--- config.mk ---
export PLATFORM = sky130hd
export DESIGN_NAME = sap_controller
export DESIGN_NICKNAME = d
export VERILOG_FILES = /design/src/rtl/sap_pkg.sv /design/src/rtl/sap_microdecode.sv /design/src/rtl/sap_controller.sv
export SDC_FILE = /design/constraint.sdc
export NUM_CORES = 1
export LEC_CHECK = 0
export ABC_AREA = 1
export CAP_MARGIN = 20
export CORE_MARGIN = 10
export CORE_UTILIZATION = 35
export CTS_CLUSTER_SIZE = 12
export DETAILED_ROUTE_END_ITERATION = 8
export GPL_ROUTABILITY_DRIVEN = 0
export MAX_ROUTING_LAYER = met4
export PLACE_DENSITY = 0.83
export SYNTH_ARGS = -nofsm -noshare
export SYNTH_HDL_FRONTEND = slang
export SYNTH_HIERARCHICAL = 1
export SYNTH_SLANG_ARGS = --single-unit
--- constraint.sdc ---
create_clock -name CLK -period 1.3 [get_ports CLK]
set_input_delay 0.325 -clock CLK [delete_from_list [all_inputs] [get_ports CLK]]
set_output_delay 0.325 -clock CLK [all_outputs]
set_load 0.1 [all_outputs]
--- src/rtl/sap_pkg.sv ---
// Shared opcodes, sequencer states and control-word layout for the SAP controller.
// Pure declarations: no logic, no latency, no flow control.
package sap_pkg;

    localparam logic [3:0] OP_NOP = 4'h0;
    localparam logic [3:0] OP_LDA = 4'h1;
    localparam logic [3:0] OP_ADD = 4'h2;
    localparam logic [3:0] OP_SUB = 4'h3;
    localparam logic [3:0] OP_STA = 4'h4;
    localparam logic [3:0] OP_LDI = 4'h5;
    localparam logic [3:0] OP_JMP = 4'h6;
    localparam logic [3:0] OP_JC  = 4'h7;
    localparam logic [3:0] OP_JZ  = 4'h8;
    localparam logic [3:0] OP_OUT = 4'hE;
    localparam logic [3:0] OP_HLT = 4'hF;

    // Encodings double as the externally visible tstate value.
    typedef enum logic [2:0] {
        S_T0   = 3'd0,
        S_T1   = 3'd1,
        S_T2   = 3'd2,
        S_T3   = 3'd3,
        S_T4   = 3'd4,
        S_IDLE = 3'd5,
        S_HALT = 3'd6
    } state_e;

    typedef struct packed {
        logic pc_en;
        logic pc_oe;
        logic pc_load;
        logic mar_we;
        logic ram_oe;
        logic ram_we;
        logic ir_we;
        logic ir_oe;
        logic a_we;
        logic a_oe;
        logic b_we;
        logic alu_oe;
        logic alu_sub;
        logic out_we;
    } ctrl_t;

endpackage

--- src/rtl/sap_microdecode.sv ---
// Combinational microcode: (step, opcode, flags) -> control word and last-active-step flag.
// Zero latency; no flow control.
module sap_microdecode
    import sap_pkg::*;
#(
    parameter int OPCODE_W = 4
) (
    input  state_e              state,
    input  logic [OPCODE_W-1:0] opcode,
    input  logic                carry_flag,
    input  logic                zero_flag,
    output ctrl_t               ctrl,
    output logic                last_step
);

    always_comb begin
        ctrl      = '0;
        last_step = 1'b0;
        case (state)
            S_T0: begin
                ctrl.pc_oe  = 1'b1;
                ctrl.mar_we = 1'b1;
            end
            S_T1: begin
                ctrl.ram_oe = 1'b1;
                ctrl.ir_we  = 1'b1;
                ctrl.pc_en  = 1'b1;
            end
            S_T2: begin
                case (opcode)
                    OP_LDA, OP_ADD, OP_SUB, OP_STA: begin
                        ctrl.ir_oe  = 1'b1;
                        ctrl.mar_we = 1'b1;
                    end
                    OP_LDI: begin
                        ctrl.ir_oe = 1'b1;
                        ctrl.a_we  = 1'b1;
                        last_step  = 1'b1;
                    end
                    OP_JMP: begin
                        ctrl.ir_oe   = 1'b1;
                        ctrl.pc_load = 1'b1;
                        last_step    = 1'b1;
                    end
                    // A not-taken branch still drives the operand and still ends here.
                    OP_JC: begin
                        ctrl.ir_oe   = 1'b1;
                        ctrl.pc_load = carry_flag;
                        last_step    = 1'b1;
                    end
                    OP_JZ: begin
                        ctrl.ir_oe   = 1'b1;
                        ctrl.pc_load = zero_flag;
                        last_step    = 1'b1;
                    end
                    OP_OUT: begin
                        ctrl.a_oe   = 1'b1;
                        ctrl.out_we = 1'b1;
                        last_step   = 1'b1;
                    end
                    OP_HLT: ;
                    default: last_step = 1'b1;
                endcase
            end
            S_T3: begin
                case (opcode)
                    OP_LDA: begin
                        ctrl.ram_oe = 1'b1;
                        ctrl.a_we   = 1'b1;
                        last_step   = 1'b1;
                    end
                    OP_ADD, OP_SUB: begin
                        ctrl.ram_oe  = 1'b1;
                        ctrl.b_we    = 1'b1;
                        ctrl.alu_sub = (opcode == OP_SUB);
                    end
                    OP_STA: begin
                        ctrl.a_oe   = 1'b1;
                        ctrl.ram_we = 1'b1;
                        last_step   = 1'b1;
                    end
                    default: ;
                endcase
            end
            S_T4: begin
                last_step = 1'b1;
                if (opcode == OP_ADD || opcode == OP_SUB) begin
                    ctrl.alu_oe  = 1'b1;
                    ctrl.a_we    = 1'b1;
                    ctrl.alu_sub = (opcode == OP_SUB);
                end
            end
            default: ;
        endcase
    end

endmodule

--- src/rtl/sap_controller.sv ---
// SAP-1 instruction sequencer: T-state register, carry/zero flags and control decode.
// Controls are combinational from the current step (zero latency); no backpressure, HLT stops until reset.
module sap_controller
    import sap_pkg::*;
#(
    parameter int OPCODE_W  = 4,
    parameter int EARLY_END = 0
) (
    input  logic                CLK,
    input  logic                RESET,
    input  logic [OPCODE_W-1:0] opcode,
    input  logic                alu_carry,
    input  logic                alu_zero,
    output logic                pc_en,
    output logic                pc_oe,
    output logic                pc_load,
    output logic                mar_we,
    output logic                ram_oe,
    output logic                ram_we,
    output logic                ir_we,
    output logic                ir_oe,
    output logic                a_we,
    output logic                a_oe,
    output logic                b_we,
    output logic                alu_oe,
    output logic                alu_sub,
    output logic                out_we,
    output logic                hlt,
    output logic                carry_flag,
    output logic                zero_flag,
    output logic [2:0]          tstate
);

    state_e state_q, state_d;
    logic   carry_q, carry_d;
    logic   zero_q,  zero_d;
    ctrl_t  ctrl;
    logic   last_step;

    sap_microdecode #(.OPCODE_W(OPCODE_W)) u_microdecode (
        .state      (state_q),
        .opcode     (opcode),
        .carry_flag (carry_q),
        .zero_flag  (zero_q),
        .ctrl       (ctrl),
        .last_step  (last_step)
    );

    always_ff @(posedge CLK or negedge RESET) begin
        if (!RESET) begin
            state_q <= S_IDLE;
            carry_q <= 1'b0;
            zero_q  <= 1'b0;
        end else begin
            state_q <= state_d;
            carry_q <= carry_d;
            zero_q  <= zero_d;
        end
    end

    always_comb begin
        state_d = state_q;
        carry_d = carry_q;
        zero_d  = zero_q;
        case (state_q)
            S_IDLE: state_d = S_T0;
            S_T0:   state_d = S_T1;
            S_T1:   state_d = S_T2;
            S_T2: begin
                if (opcode == OP_HLT)
                    state_d = S_HALT;
                else if (EARLY_END != 0 && last_step)
                    state_d = S_T0;
                else
                    state_d = S_T3;
            end
            S_T3:   state_d = (EARLY_END != 0 && last_step) ? S_T0 : S_T4;
            S_T4: begin
                state_d = S_T0;
                // Flags only ever move at the end of an ADD/SUB writeback.
                if (opcode == OP_ADD || opcode == OP_SUB) begin
                    carry_d = alu_carry;
                    zero_d  = alu_zero;
                end
            end
            S_HALT: state_d = S_HALT;
            default: state_d = S_IDLE;
        endcase
    end

    always_comb begin
        pc_en      = ctrl.pc_en;
        pc_oe      = ctrl.pc_oe;
        pc_load    = ctrl.pc_load;
        mar_we     = ctrl.mar_we;
        ram_oe     = ctrl.ram_oe;
        ram_we     = ctrl.ram_we;
        ir_we      = ctrl.ir_we;
        ir_oe      = ctrl.ir_oe;
        a_we       = ctrl.a_we;
        a_oe       = ctrl.a_oe;
        b_we       = ctrl.b_we;
        alu_oe     = ctrl.alu_oe;
        alu_sub    = ctrl.alu_sub;
        out_we     = ctrl.out_we;
        hlt        = (state_q == S_HALT);
        carry_flag = carry_q;
        zero_flag  = zero_q;
        tstate     = state_q;
    end

endmodule

==> metrics.cfg, run 1 <==
[clock_tree]
holdBufCountCts=0
cts.path.max_buffers=2
post_cts_buffers=6
htree_levels=1
post_cts_resized=37
clockRootBuffer=clkbuf_4
numCtsBuffers=3

[status]
lastStage=clock tree synthesis
tool.error=[ERROR DPL-0038] Utilization greater than 100%, impossible to legalize
status=stopped before the end

[place]
place_inst=154
post-dp-hpwl_mm=2.253
portBuffers=27

[synthesis]
avgSynthCellArea_um2=5.895
syn_nets=98
yosysWarnings=6
synth_area_um2=530.5
synth_cells=90

[floorplan]
start_util_pct=38.83
ioPinCount=28
die_w_um=58.93
rows=13
die_y_um=58.93

stage by stage:
step                      cell area, um^2  hold WS [ps]  setup WS (ps)
after detailed placement             1295         565.2         -719.7
after global placement               1295         561.0         -651.6
after floorplan                     640.6         29.41          -1149
==> run 2, diff against run 1 <==
Settings changed: CORE_AREA set to 10 10 71 73, CORE_MARGIN 10 to unset, CORE_UTILIZATION 35 to unset, CTS_CLUSTER_SIZE 12 to unset, DIE_AREA set to 0 0 81 83, MAX_ROUTING_LAYER met4 to unset, PLACE_DENSITY 0.83 to unset, PLACE_DENSITY_LB_ADDON set to 0.15.
Clock period 1.3 ns to 1.7 ns, I/O delays scaled along.
==> metrics.cfg, run 2 <==
[status]
status=finished, violations left
violations=negative setup slack

[clock_tree]
htree_levels=1
clkLatencyLatePin_ps=220
numCtsBuffers=3
cts.path.max_buffers=2
tritoncts=built
holdBufCountCts=0
cts.clk_slew.worst_paths_ps=40
clockRootBuffer=clkbuf_8
cts.sinks=5

[global_route]
grt_pass1_vias=748
grt_usage_pct=6.594
grt_max_degree=11
overflow=0
antenna_found_initial=0
grt_pass1_wl_mm=3.657

[power_and_ir_drop]
p_per_area_nw_per_um2=2035
peakVddDrop_mv=1.347
p_switching_mw=1.786
swShare_pct=57.21
p_int_mw=1.336
power_frac_comb_pct=83.3
total_power_mw=3.122
seqPwrFrac_pct=9.7
p_leak_nw=0.6749
p_clk_share_pct=7.0

[worst_setup_path]
crit_start=tstate[2]
path_cells=buf_6 -> nor2_4 -> nand3_2 -> clkinvlp_4 -> or2_4 -> buf_12
cp_data_arrival_time_ps=1560
start_kind=flip-flop
r2r_slack_ps=370
worstRegToRegCells=6
endpoint=a_oe
worstPathMaxFanout=3
cpPeakStageDelay_ps=610
cp_slowest_cell=dfstp_4
r2r-start=tstate[2]
worstPathRequired_ps=1270
critPathKind=flip-flop to output pin
r2r-end=tstate[2]
end_kind=output pin

[detailed_routing]
drc=0
first_iter_violations=28
wl_per_cell_um=11.41
drtAntennaViolNets=0
avgViaCountPerCell=3.944
drt-pass1-iter-count=4
num_vias=777
wirelength_mm=2.248

[sta]
finalSetupTns_ps=-2923
setup_ws_ps=-288.8
hold_viol_final=0
setup_viol_count_final=17
slew_violations=0
worst_pin_slew_ps=322.2
fin_crit_ps=1989
fmax_mhz=502.8
slew_headroom_pct=78.29
timing.final.crit_share_pct=117.0
finalClockSkew_ps=4.993
rsz0062_at_grt=true

[job]
drv_cap=0

[synthesis]
synth_cells=90
syn_nets=98
avgSynthCellArea_um2=5.895
synth_area_um2=530.5
yosysWarnings=6

[cells_and_area]
layout_common_cells=buf_12, buf_4, nand2_1, nor2_4
finalNonFillerCells=197
n_antenna_cell=0
largest_register_ffs=3
drive_above_1_share_pct=65.77
syn2layout_area_growth_pct=189.2
num-nets-final=158

[floorplan]
core_um2=3633
die_w_um=81
ioPinCount=28
die_area_um2=6723
die_y_um=83
start_util_pct=14.60
rows=22

[worst_hold_path]
hold_class=input pin to asynchronous set/reset pin

[place]
post-dp-hpwl_mm=1.797
place_inst=183
portBuffers=27

[run 2: how the worst min path moves through the flow]
| stage | to | slack (ps) | depth (start not counted) |
|---|---|---|---|
| 5_1_grt | carry_flag | 450 | 1 |
| 3_3_place_gp | carry_flag | 570 | 2 |
| 3_5_place_dp | carry_flag | 570 | 2 |
| 6_report | carry_flag | 440 | 1 |
| 4_1_cts | zero_flag | 450 | 1 |
| 2_1_floorplan | carry_flag | 130 | 0 |
[run 2: layer usage]
| metal | up-vias | track usage [%] | share of wire [%] |
|---|---|---|---|
| li1 | 400 | - | - |
| met1 | 357 | 7.565 | 42 |
| met2 | 18 | 11.46 | 52 |
| met3 | 2 | 1.724 | 5.1 |
| met4 | 0 | 1.878 | 0.40 |
| met5 | - | 0 | 0 |
[run 2: timing repair]
item | 4_1_cts | 5_1_grt
pin swaps | 6 | 3
cloned | 0 | 0
buffers inserted | 3 | 7
resized for setup | 35 | 11
setup endpoints to repair | 16 | 16
[run 2: cell type report]
class / instances / area [um^2]
clock buffer: 4 / 45.04
inverter: 17 / 78.83
fill: 368 / 2100
timing repair buffer: 56 / 718.2
sequential: 5 / 138.9
multi-input combinational: 67 / 493.0
tap: 48 / 60.06
[run 2: through the flow]
step	worst slack, ps	instance area (um^2)	util (%)	hold WS (ps)
floorplan	-849.4	640.6	-	129.4
global placement	-470.7	1319	36.29	568.2
detailed placement	-474.5	1319	36.29	571.5
CTS	-294.1	1441	39.67	446.1
global route	-345.1	1534	42.22	447.6
finish	-288.8	1534	42.22	438.6
[run 2: worst max-delay path: cells and delay by family, from the launching register on]
| kind | cells | cell delay [ps] |
|---|---|---|
| buffers and inverters | 3 | 360 |
| and+or+nand+nor | 3 | 360 |
| DFF | 1 | 610 |
[run 2: power by group through the flow]
stage / clock network, mW / logic [mW] / registers [mW]
2_1_floorplan: 0 / 0.991 / 0.733
3_3_place_gp: 0 / 2.31 / 0.287
3_5_place_dp: 0 / 2.32 / 0.289
4_1_cts: 0.221 / 2.42 / 0.305
5_1_grt: 0.236 / 2.70 / 0.313
6_report: 0.219 / 2.60 / 0.303
No activity file was read; power rests on OpenSTA's default activity.
